<file path="config.mk">
export PLATFORM = sky130hd
export DESIGN_NAME = vga_timing_gen
export DESIGN_NICKNAME = d
export VERILOG_FILES = /design/src/rtl/vga_timing_gen.sv
export SDC_FILE = /design/constraint.sdc
export NUM_CORES = 1
export LEC_CHECK = 0
export CAP_MARGIN = 10
export CELL_PAD_IN_SITES_DETAIL_PLACEMENT = 1
export CELL_PAD_IN_SITES_GLOBAL_PLACEMENT = 2
export CORE_UTILIZATION = 32
export DETAILED_ROUTE_END_ITERATION = 7
export MAX_ROUTING_LAYER = met4
export PLACE_DENSITY_LB_ADDON = 0.1
export SYNTH_ARGS = -nofsm -noshare
export SYNTH_HDL_FRONTEND = slang
export SYNTH_SLANG_ARGS = --single-unit
</file>
<file path="constraint.sdc">
create_clock -name vga_clk -period 3.14 [get_ports vga_clk]
set_input_delay 0.628 -clock vga_clk [delete_from_list [all_inputs] [get_ports vga_clk]]
set_output_delay 0.628 -clock vga_clk [all_outputs]
set_load 0.005 [all_outputs]
</file>
<file path="src/rtl/vga_timing_gen.sv">
// VGA raster timing generator: pixel/line counters, active-low syncs, active-video flag,
// delayed sync/blank copies for pin alignment, line/frame strobes and a frame counter.
module vga_timing_gen #(
  parameter int unsigned H_VISIBLE  = 640,
  parameter int unsigned H_FP       = 16,
  parameter int unsigned H_SYNC     = 96,
  parameter int unsigned H_BP       = 48,
  parameter int unsigned V_VISIBLE  = 480,
  parameter int unsigned V_FP       = 10,
  parameter int unsigned V_SYNC     = 2,
  parameter int unsigned V_BP       = 33,
  parameter int unsigned PIPE_DELAY = 2
) (
  input  logic       vga_clk,
  input  logic       reset,
  output logic [9:0] DrawX,
  output logic [9:0] DrawY,
  output logic       hs,
  output logic       vs,
  output logic       blank,
  output logic       hs_d,
  output logic       vs_d,
  output logic       blank_d,
  output logic       line_start,
  output logic       frame_start,
  output logic [7:0] frame_count
);

  localparam int unsigned H_TOTAL = H_VISIBLE + H_FP + H_SYNC + H_BP;
  localparam int unsigned V_TOTAL = V_VISIBLE + V_FP + V_SYNC + V_BP;

  localparam logic [9:0] HLast   = 10'(H_TOTAL - 1);
  localparam logic [9:0] VLast   = 10'(V_TOTAL - 1);
  localparam logic [9:0] HVis    = 10'(H_VISIBLE);
  localparam logic [9:0] VVis    = 10'(V_VISIBLE);
  localparam logic [9:0] HsStart = 10'(H_VISIBLE + H_FP);
  localparam logic [9:0] HsEnd   = 10'(H_VISIBLE + H_FP + H_SYNC);
  localparam logic [9:0] VsStart = 10'(V_VISIBLE + V_FP);
  localparam logic [9:0] VsEnd   = 10'(V_VISIBLE + V_FP + V_SYNC);

  // Reset image of one delay stage: {hs, vs, blank} with blank low so the pins show black.
  localparam logic [2:0] PipeRst = 3'b110;

  logic [9:0] x_q, x_d;
  logic [9:0] y_q, y_d;
  logic       hsync_q, hsync_d;
  logic       vsync_q, vsync_d;
  logic       vis_q, vis_d;
  logic       line_q, line_d;
  logic       frame_q, frame_d;
  logic [7:0] fcnt_q, fcnt_d;
  logic       h_wrap, v_wrap;

  // Next counter values and decode from those, so registered outputs match the new position.
  always_comb begin
    h_wrap = (x_q == HLast);
    v_wrap = (y_q == VLast);

    x_d = h_wrap ? 10'd0 : x_q + 10'd1;
    y_d = y_q;
    if (h_wrap) begin
      y_d = v_wrap ? 10'd0 : y_q + 10'd1;
    end

    hsync_d = !((x_d >= HsStart) && (x_d < HsEnd));
    vsync_d = !((y_d >= VsStart) && (y_d < VsEnd));
    vis_d   = (x_d < HVis) && (y_d < VVis);

    // Strobes only come from a real wrap, never from leaving reset.
    line_d  = h_wrap;
    frame_d = h_wrap && v_wrap;
    fcnt_d  = fcnt_q;
    if (h_wrap && v_wrap) begin
      fcnt_d = fcnt_q + 8'd1;
    end
  end

  // Counter, decode and strobe state.
  always_ff @(posedge vga_clk or posedge reset) begin
    if (reset) begin
      x_q     <= 10'd0;
      y_q     <= 10'd0;
      hsync_q <= 1'b1;
      vsync_q <= 1'b1;
      vis_q   <= 1'b1;
      line_q  <= 1'b0;
      frame_q <= 1'b0;
      fcnt_q  <= 8'd0;
    end else begin
      x_q     <= x_d;
      y_q     <= y_d;
      hsync_q <= hsync_d;
      vsync_q <= vsync_d;
      vis_q   <= vis_d;
      line_q  <= line_d;
      frame_q <= frame_d;
      fcnt_q  <= fcnt_d;
    end
  end

  assign DrawX       = x_q;
  assign DrawY       = y_q;
  assign hs          = hsync_q;
  assign vs          = vsync_q;
  assign blank       = vis_q;
  assign line_start  = line_q;
  assign frame_start = frame_q;
  assign frame_count = fcnt_q;

  // Delay line for the pin-side copies, matching the colour pipeline latency downstream.
  if (PIPE_DELAY == 0) begin : g_no_pipe
    assign hs_d    = hsync_q;
    assign vs_d    = vsync_q;
    assign blank_d = vis_q;
  end else begin : g_pipe
    localparam int unsigned Last = PIPE_DELAY - 1;

    logic [2:0] pipe_q [PIPE_DELAY];
    logic [2:0] pipe_d [PIPE_DELAY];

    // Shift {hs, vs, blank} one stage per cycle.
    always_comb begin
      pipe_d[0] = {hsync_q, vsync_q, vis_q};
      for (int i = 1; i < int'(PIPE_DELAY); i++) begin
        pipe_d[i] = pipe_q[i-1];
      end
    end

    // Delay stages, all cleared to the black/idle-sync image.
    always_ff @(posedge vga_clk or posedge reset) begin
      if (reset) begin
        for (int i = 0; i < int'(PIPE_DELAY); i++) begin
          pipe_q[i] <= PipeRst;
        end
      end else begin
        for (int i = 0; i < int'(PIPE_DELAY); i++) begin
          pipe_q[i] <= pipe_d[i];
        end
      end
    end

    assign hs_d    = pipe_q[Last][2];
    assign vs_d    = pipe_q[Last][1];
    assign blank_d = pipe_q[Last][0];
  end

endmodule

</file>
; Word level (Yosys, flattened, before mapping)
; Cells that the tools add are included.
[totals]
register_bits = 39
in_bits = 2
output_inout_bits = 36
wordCells = 30
[classes]
n_addsub = 3
n_lt_le_gt_ge = 6
n_eq_ne = 2
muxes = 3
n_reduce_logical = 6
[ops]
columns = op, count
row1 = $mux 10, 3
row2 = $add 10x1->10 const B, 2
row3 = $eq 10x10->1 const B, 2
row4 = $lt 10x10->1 const B, 2
row5 = $lt 10x9->1 const B, 2
row6 = $ge 10x10->1 const B, 1
row7 = $ge 10x9->1 const B, 1
row8 = $add 8x1->8 const B, 1
row9 = $logic_and 1x1->1, 4
row10 = $logic_not 1->1, 2

; Longest topological paths before layout
; Gate-level depths: netlist of run 1.
[depth]
ltp_word = 6
mapped_depth = 9
depth_no_buf = 8

; Worst setup path after synthesis of run 1
; No wires, ideal clock.
[synth_path]
path_type = reg2reg
startpoint = register x_q[0] (netlist: DrawX[0])
endpoint = register vsync_q (netlist: vs)
arrival_ps = 2611
slack_ps = 435
path_stages_with_launch = 10
n_path_buf = 1
synth_period_minus_slack_ps = 2705
path_cell_list = dfrtp_1 > ha_1 > nand4_1 > or3_1 > buf_6 > clkinv_8 > nand2_2 > or4_1 > a2111o_1 > or4_1
[synth_via]
elab_chain_cells = 5
word_cells_on_any_way = 6
[synth_lines]
columns = item, line_no
row1 = from (decl), 44  ; logic [9:0] x_q, x_d;
row2 = from (signal assigned), 81  ; x_q <= 10'd0;
row3 = from (signal assigned), 90  ; x_q <= x_d;
row4 = $eq 10x10->1 *, 56  ; h_wrap = (x_q == HLast);
row5 = via h_wrap, 52  ; logic h_wrap, v_wrap;
row6 = $mux 10 *, 61  ; if (h_wrap) begin
row7 = $ge 10x9->1 / $lt 10x9->1 (equally long branches), 66  ; vsync_d = !((y_d >= VsStart) && (y_d < VsEnd));
row8 = $logic_and 1x1->1 *, 66
row9 = $logic_not 1->1 *, 66
row10 = via vsync_d, 47  ; logic vsync_q, vsync_d;
row11 = to (signal assigned), 93  ; vsync_q <= vsync_d;
row12 = to (decl), 47
; Mark *: on every way through the listed nets, which the timed path passes. The rest lies on a longest branch.
; A chain may end at the register's enable or synchronous reset.

; Worst setup path after layout of run 1
[layout_path]
startpoint = register x_q[0] (netlist: DrawX[0])
endpoint = register vsync_q (netlist: vs)
[layout_via]
elab_chain_cells = 5
word_cells_on_any_way = 6
[layout_lines]
columns = item, line_no
row1 = $eq 10x10->1 *, 56
row2 = $mux 10 *, 61
row3 = $ge 10x9->1 / $lt 10x9->1 (equally long branches), 66
row4 = $logic_and 1x1->1 *, 66
row5 = $logic_not 1->1 *, 66
row6 = via vsync_d, 47
; Marks and branches as above.

==> results of run 1 <==
==> cell usage after synthesis <==
cell type,count
a2111o_1,1
a211o_1,1
a211oi_1,1
a21o_1,1
a21oi_1,1
a31oi_1,2
and3_1,2
buf_1,1
buf_2,2
buf_6,2
clkbuf_1,1
clkinv_8,1
dfrtp_1,32
dfstp_2,7
ha_1,5
inv_1,12
mux2_2,1
mux2i_1,1
nand2_1,12
nand2_2,1
nand2b_1,1
nand3_1,9
nand4_1,5
nor2_1,9
nor3_1,8
nor3b_1,1
nor4_1,7
o21ai_0,5
o221ai_1,1
o22ai_1,1
o31a_1,1
o31ai_1,1
or3_1,6
or3b_1,1
or4_1,2
xnor2_1,11
xor2_1,9
==> power breakdown <==
group	internal, W	switching (W)
registers	0.000502	0
logic	0.00000199	0.00000957
clock network	0.000257	0.000176
total	0.000762	0.000185
==> area by class of cell <==
type	count	area [um2]	area share, %
Sequential cell	39	984.7	41.73
Multi-Input combinational cell	107	700.7	29.69
Timing Repair Buffer	42	407.9	17.29
Tap cell	70	87.58	3.712
Clock buffer	6	82.58	3.499
Inverter	13	61.31	2.598
Clock inverter	2	35.03	1.485
==> flip-flops by register name, indices dropped and copies added, names as in the netlist <==
name	flops
DrawX	10
DrawY	10
blank	1
blank_d	1
frame_count	8
frame_start	1
g_pipe.pipe_d	3
hs	1
hs_d	1
line_start	1
vs	1
vs_d	1
==> final timing paths <==
path | end | slack, ns
worst max-delay path | vs$_DFF_PP1_ | 0.24
worst min register to register | vs_d$_DFF_PP1_ | 0.36
worst max register to register | vs$_DFF_PP1_ | 0.24
max in group asynchronous | blank$_DFF_PP1_ | 2.02
min in group asynchronous | DrawX[8]$_DFF_PP0_ | 0.77
worst min-delay path | vs_d$_DFF_PP1_ | 0.36
==> per-stage QoR <==
step                      hold slack, ns  setup slack (ns)  cells
after global routing              0.3646           0.01878    279
after detailed placement          0.3456            0.2482    271
after floorplan                   0.3312            0.4351    165
final                             0.3600            0.2403    279
after CTS                         0.3600            0.2332    279
after global placement            0.3346            0.3022    271
==> worst max-delay path: stages (launching register included) <==
cell and delay (ns):
dfrtp_1 0.44, ha_1 0.28, nand4_1 0.18, or3_1 0.53
buf_4 0.23, nor4_1 0.32, xnor2_1 0.15, a2111o_1 0.30
or4_1 0.40
==> logic make-up (layout without fill, tap and decap cells) <==
family / Yosys count / in the layout / share of synthesized area [%]
AOI/OAI and AO/OA: 16 / 16 / 6.093
DFF: 39 / 39 / 55.11
adders and majority gates: 5 / 5 / 3.501
muxes: 2 / 2 / 1.190
buffers and inverters: 19 / 63 / 5.672
and+or+nand+nor: 64 / 64 / 18.63
xor gates and xnor gates: 20 / 20 / 9.804
==> layer usage <==
metal | GRT usage (%) | up-vias
met4 | 5.192 | 0
met5 | - | -
met2 | 22.41 | 32
li1 | - | 660
met3 | 4.048 | 5
met1 | 20.52 | 649
==> impl_metrics.yaml, run 1 <==
worst_setup_path:
  worst-setup-path-type: "register to register"
  crit_fanout: 13
  required_ns: 3.35
  cp.arrival_ns: 3.11
  critPathCaptureType: "register"
  r2r_cells: 8
  start_kind: "register"
  crit_start: "DrawX[0]$_DFF_PP0_"
  regToRegStartpoint: "DrawX[0]$_DFF_PP0_"
clock_network:
  root_buffer: "clkbuf_8"
  htree_levels: 2
  cts.sinks: 39
  clockBufferDepth: 2
  cts_resized: 0
  post_cts.repair.setup_buffers: 0
  clock_latency_ns: 0.30
  cts_made_buffers: 5
  cts.clk_slew.worst_paths_ns: 0.08
  cts_tree: "yes"
  cts_hold_buffers: 0
synth:
  ys_ff_latch: 39
  synthCells: 165
  synth_top_cells_by_area: "dfrtp_1, dfstp_2, xnor2_1, xor2_1, ha_1"
  yosysTopAreaCell: "dfrtp_1"
  synth_area_um2: 1787
  synth_nets: 172
  ys_warn_count: 0
  synth-seq-area-share_pct: 55.11
  yosysUniqueCellTypes: 37
  avgSynthCellArea_um2: 10.83
  synth_top_area_share_pct: 44.82
route:
  drt_iter0_markers: 65
  wl_met1_um: 1969
  vias_per_cell: 4.824
  highest_layer: "met4"
  finalWirelength_um: 3995
  wl_met3_um: 150
  vias: 1346
  met2_length_um: 1833
  wl_per_cell_um: 14.32
  drc: 0
  drt_pass1_iterations: 4
  antenna_left: 0
cells_and_area:
  area_growth_syn_to_layout_pct: 32.07
  fillers: 576
  final_common_cell: "clkdlybuf4s50_1"
  diodes: 0
  final_cell_mix: "clkdlybuf4s50_1, dfrtp_1, nand2_1, inv_1, xnor2_1"
  final_layout_size_suffix_gt1_share_pct: 11.00
  fin_area_um2: 2360
  finalNetCount: 215
  finish.utilization_pct: 45.05
timing:
  finalCritPeriodShare_pct: 92.35
  slew_headroom_pct: 67.84
  slew_violations: 0
  max_freq_mhz: 344.9
  final.setup.tns_ns: 0
  worstMarginPinSlew_ns: 0.4823
  period_minus_slack_ns: 2.900
  finalSetupViolations: 0
  hold_violations: 0
  grt_setup_unrepaired: "no"
  skew_ns: 0.01209
die:
  num_rows: 26
  ios: 38
  dieArea_um2: 5886
  fp.dieW_um: 76.72
  coreArea_um2: 5238
  fp.dieH_um: 76.72
  start_util_pct: 34.11
run_status:
  status: "finished clean"
flow_run:
  maxCapViolations: 0
global_routing:
  grt_pass1_vias: 1361
  grtUsageTotal_pct: 15.33
  grt_start_max_net_pins: 40
  grt_antenna_before_repair: 0
  grt_pass1_wl_um: 6837
  grt-ovfl-total: 0
placement:
  port_buffers: 37
  place.gp.congestion: 0.8270
  dpl.hpwl_um: 2932
  post_dp_cell_area_um2: 2242
worst_hold_path:
  min_from: "g_pipe.pipe_d[1]$_DFF_PP1_"
  hp-class: "register to register"
  hold_depth: 0
power:
  power.total_w: 0.0009469
  leakage_nw: 0.9820
  ir_worst_vdd_uv: 179.4
  power.density_nw_per_um2: 401.3
No activity file was read; power rests on OpenSTA's default activity.
==> inputs of run 2 (changes only) <==
CELL_PAD_IN_SITES_GLOBAL_PLACEMENT = 1   (was 2)
CORE_UTILIZATION = 39   (was 32)
==> run 2 against run 1 <==
- clock-buffer cell count did not move
- design area decreased by 0.32%
- power grew 6.7%
- combinational power hardly changed
- via count grew 2.5%
- fmax decreased by 0.33%
- sequential power hardly changed
- wire length down 0.85%
- clock skew shrank 0.0080 ns
- flip-flop and latch count unchanged
- critical path type unchanged
- largest cell class unchanged
- largest power group unchanged
- highest routed layer unchanged
==> impl_metrics.yaml, run 2 (synthesis gave the netlist of run 1 again) <==
timing:
  slew_violations: 0
  fin_ws_ns: 0.2308
  slew_headroom_pct: 67.72
  hold_violations: 0
  finalSetupViolations: 0
  max_freq_mhz: 343.7
  grt_setup_unrepaired: "no"
  timing.hold.ws_ns: 0.3537
  worstMarginPinSlew_ns: 0.4841
  skew_ns: 0.004111
  period_minus_slack_ns: 2.909
  finalCritPeriodShare_pct: 92.65
  final.setup.tns_ns: 0
global_routing:
  grt_pass1_vias: 1445
  grtUsageTotal_pct: 18.99
  grt-ovfl-total: 0
  grt_antenna_before_repair: 0
  grt_pass1_wl_um: 7024
  grt_start_max_net_pins: 40
clock_network:
  cts.sinks: 39
  root_buffer: "clkbuf_8"
  cts_made_buffers: 5
  clock_latency_ns: 0.29
  cts_resized: 0
  cts.clk_slew.worst_paths_ns: 0.08
  cts_tree: "yes"
  htree_levels: 2
  clockBufferDepth: 2
  cts_hold_buffers: 0
  post_cts.repair.setup_buffers: 0
die:
  fp.dieW_um: 69.69
  num_rows: 24
  start_util_pct: 40.75
  dieArea_um2: 4856
  fp.dieH_um: 69.69
  ios: 38
  coreArea_um2: 4384
route:
  vias_per_cell: 5.287
  wl_per_cell_um: 15.18
  antenna_left: 0
  vias: 1380
  drc: 0
  drt_pass1_iterations: 4
  drt_iter0_markers: 80
  finalWirelength_um: 3961
cells_and_area:
  area_growth_syn_to_layout_pct: 31.65
  finish.utilization_pct: 53.65
  final_common_cell: "clkdlybuf4s50_1"
  diodes: 0
  finalNetCount: 215
  fillers: 485
  final_layout_size_suffix_gt1_share_pct: 10.53
  final_cell_mix: "clkdlybuf4s50_1, dfrtp_1, nand2_1, inv_1, xnor2_1"
run_status:
  status: "finished clean"
power:
  power.total_w: 0.001011
  ir_worst_vdd_uv: 188.4
  power.density_nw_per_um2: 429.6
  leakage_nw: 0.9862
placement:
  place.gp.congestion: 0.8928
  dpl.hpwl_um: 2913
  place_ws_ns: 0.2384
  port_buffers: 37
worst_setup_path:
  cp.arrival_ns: 3.12
  crit_fanout: 13
  start_kind: "register"
  critPathMaxStageDelay_ns: 0.52
  critPathSlowestCell: "or3_1"
  path_cells: "ha_1 -> nand4_1 -> or3_1 -> buf_4 -> nor4_1 -> xnor2_1 -> a2111o_1 -> or4_1"
  required_ns: 3.36
  worst-setup-path-type: "register to register"
  critPathCaptureType: "register"
flow_run:
  maxCapViolations: 0
worst_hold_path:
  hp-class: "register to register"
[run 2: cell types whose count changed in the layout (fill, tap and decap cells not counted), sizes merged]
cell	delta
clkinv	-1
bufinv	+1
[run 2: where the power goes]
group	internal [W]	total (W)	leakage, nW	switching, W
Sequential	0.000502	0.000502	0.496	0
Clock	0.000318	0.000497	0.0654	0.000179
Combinational	0.00000199	0.0000114	0.425	0.00000942
Total	0.000822	0.00101	0.986	0.000189
[run 2: final timing paths]
path,slack [ns],start,cells past startpoint,to
max in group asynchronous,2.04,reset,3,vs_d$_DFF_PP1_
worst min register to register,0.35,g_pipe.pipe_d[0]$_DFF_PP0_,0,blank_d$_DFF_PP0_
worst max-delay path,0.23,DrawX[0]$_DFF_PP0_,8,vs$_DFF_PP1_
worst min-delay path,0.35,g_pipe.pipe_d[0]$_DFF_PP0_,0,blank_d$_DFF_PP0_
min in group asynchronous,0.74,reset,3,blank_d$_DFF_PP0_
worst max register to register,0.23,DrawX[0]$_DFF_PP0_,8,vs$_DFF_PP1_
[run 2: through the flow]
stage          instance area [um2]  std cells
5_1_grt                       2352        261
3_3_place_gp                  2220        253
2_1_floorplan                 1787        165
6_report                      2352        261
4_1_cts                       2352        261
3_5_place_dp                  2220        253
[run 2: critical path, delay by kind of cell, from the launching register on]
kind                       cells  cell delay [ns]
DFF                            1             0.44
adders and majority gates      1             0.28
xor gates and xnor gates       1             0.15
AOI/OAI and AO/OA              1             0.29
buffers and inverters          1             0.23
and+or+nand+nor                4             1.44
[run 2: cell type report]
class                   instances  area [um2]  area share, %
well taps                      52       65.06          2.766
clock inverters                 2       60.06          2.553
flip-flops and latches         39       984.7          41.86
inverters                      13       61.31          2.606
clock buffers                   6       72.57          3.085
multi-input cells             107       700.7          29.79
repair buffers                 42       407.9          17.34
[run 2: metal layers]
layer  share of wire (%)  GRT usage, %
met1                  45         24.37
met2                  48         29.34
met3                 4.8         4.797
met4                 1.5         6.667
met5                   0             -
==> inputs of run 3 (changes only) <==
PLACE_DENSITY = 0.88   (was not set)
PLACE_DENSITY_LB_ADDON = not set   (was 0.1)
==> run 3 against run 2 <==
- setup slack improved by 0.0030 ns
- hold slack got worse by 0.0024 ns
- power fell by 7.0%
- global-route usage fell by 1.0 points
- fmax rose by 0.10%
- final cell count did not move
- die area did not move
- non-clock buffer count did not move
- register-to-register slack barely moved
- via count rose by 1.1%
- largest cell class unchanged
- largest power group unchanged
==> impl_metrics.yaml, run 3 (synthesis gave the netlist of run 1 again) <==
run_status:
  status: "finished clean"
placement:
  dpl.hpwl_um: 2894
  port_buffers: 37
  post_dp_cell_area_um2: 2220
  place.gp.congestion: 0.8794
  place_ws_ns: 0.1879
global_routing:
  grt_pass1_wl_um: 6817
  grt-ovfl-total: 0
  grt_start_max_net_pins: 40
  grtUsageTotal_pct: 17.95
  grt_pass1_vias: 1423
  grt_antenna_before_repair: 0
worst_setup_path:
  r2r_cells: 8
  cp.arrival_ns: 3.11
  required_ns: 3.35
  start_kind: "register"
  worst-setup-path-type: "register to register"
  critPathCaptureType: "register"
  reg2reg_slack_ns: 0.23
  crit_fanout: 13
clock_network:
  root_buffer: "clkbuf_8"
  cts_resized: 0
  cts.sinks: 39
  clockBufferDepth: 2
  cts.clk_slew.worst_paths_ns: 0.07
  clock_latency_ns: 0.29
  post_cts.repair.setup_buffers: 0
  cts_hold_buffers: 0
  cts_tree: "yes"
  cts_made_buffers: 5
  htree_levels: 2
timing:
  hold_violations: 0
  max_freq_mhz: 344.1
  slew_headroom_pct: 67.59
  period_minus_slack_ns: 2.906
  finalCritPeriodShare_pct: 92.56
  slew_violations: 0
  finalSetupViolations: 0
  worstMarginPinSlew_ns: 0.4862
  final.setup.tns_ns: 0
  fin_ws_ns: 0.2338
  skew_ns: 0.003675
  grt_setup_unrepaired: "no"
cells_and_area:
  final_layout_size_suffix_gt1_share_pct: 11.48
  final_cell_mix: "clkdlybuf4s50_1, dfrtp_1, nand2_1, inv_1, xnor2_1"
  fillers: 480
  finalNetCount: 215
  final_common_cell: "clkdlybuf4s50_1"
  fin_area_um2: 2342
  diodes: 0
  area_growth_syn_to_layout_pct: 31.09
worst_hold_path:
  hold_depth: 0
  hp-class: "register to register"
power:
  cellInternalPower_w: 0.0007614
  clock_power_share_pct: 45.3
  ir_worst_vdd_uv: 229.7
  p_seq_share_pct: 53.5
  combinationalPowerShare_pct: 1.2
  power_switching_share_pct: 18.96
  power.density_nw_per_um2: 401.1
  leakage_nw: 0.9837
  power_switching_w: 0.0001781
die:
  dieArea_um2: 4856
  start_util_pct: 40.75
  num_rows: 24
  coreArea_um2: 4384
  ios: 38
  fp.dieH_um: 69.69
  fp.dieW_um: 69.69
route:
  finalWirelength_um: 3949
  drc: 0
  wl_per_cell_um: 15.13
  drt_pass1_iterations: 4
  vias: 1395
  antenna_left: 0
  drt_iter0_markers: 64
  vias_per_cell: 5.345
flow_run:
  maxCapViolations: 0
[run 3: changes by cell type in the layout (fill, tap and decap cells not counted)]
cell	before	now
or3_4	0	1
or3_1	6	5
clkbuf_1	1	0
bufinv_16	2	1
clkinv_2	0	1
clkbuf_8	5	6
[run 3: critical path, cell delays in order, from the launching register on]
cell and delay, ns:
dfrtp_1 0.44, ha_1 0.29, nand4_1 0.21, or3_4 0.48
buf_4 0.20, nor4_1 0.33, xnor2_1 0.17, a2111o_1 0.31
or4_1 0.40
[run 3: per-layer routing]
layer / up-vias / share of wire, % / track usage, %
met5: - / 0 / -
met4: 0 / 1.3 / 5.333
met3: 7 / 4.4 / 4.070
met2: 38 / 47 / 27.94
met1: 695 / 47 / 23.56
li1: 655 / - / -
[run 3: final cells by class]
class / instances / area, um2 / share of cell area (%)
inverter: 13 / 61.31 / 2.618
clock inverter: 2 / 35.03 / 1.496
tap: 52 / 65.06 / 2.778
sequential: 39 / 984.7 / 42.04
timing repair buffer: 42 / 407.9 / 17.41
multi-input combinational: 107 / 705.7 / 30.13
clock buffer: 6 / 82.58 / 3.526
[run 3: per-stage QoR]
step                      instances  hold slack (ns)  util [%]  power (W)
after global placement          253           0.3321     50.63  0.0005241
after global routing            261           0.3583     53.42  0.0009802
after detailed placement        253           0.3363     50.63  0.0005247
final                           261           0.3512     53.42  0.0009395
after CTS                       261           0.3535     53.31  0.0009554
after floorplan                 165           0.3312         -  0.0005192
[run 3: power by group through the flow]
stage	Sequential (W)	Combinational (W)	Clock, W
after global placement	0.000512	0.0000122	0
after CTS	0.000502	0.0000126	0.000441
after detailed placement	0.000512	0.0000128	0
after floorplan	0.000512	0.00000731	0
final	0.000502	0.0000115	0.000426
after global routing	0.000502	0.0000144	0.000464
[run 3: worst paths after layout]
kind                                 endpoint                       start
min in group asynchronous  DrawX[8]$_DFF_PP0_                       reset
hold / removal              blank_d$_DFF_PP0_  g_pipe.pipe_d[0]$_DFF_PP0_
setup reg to reg                 vs$_DFF_PP1_          DrawX[0]$_DFF_PP0_
hold reg to reg             blank_d$_DFF_PP0_  g_pipe.pipe_d[0]$_DFF_PP0_
setup / recovery                 vs$_DFF_PP1_          DrawX[0]$_DFF_PP0_
max in group asynchronous     blank$_DFF_PP1_                       reset
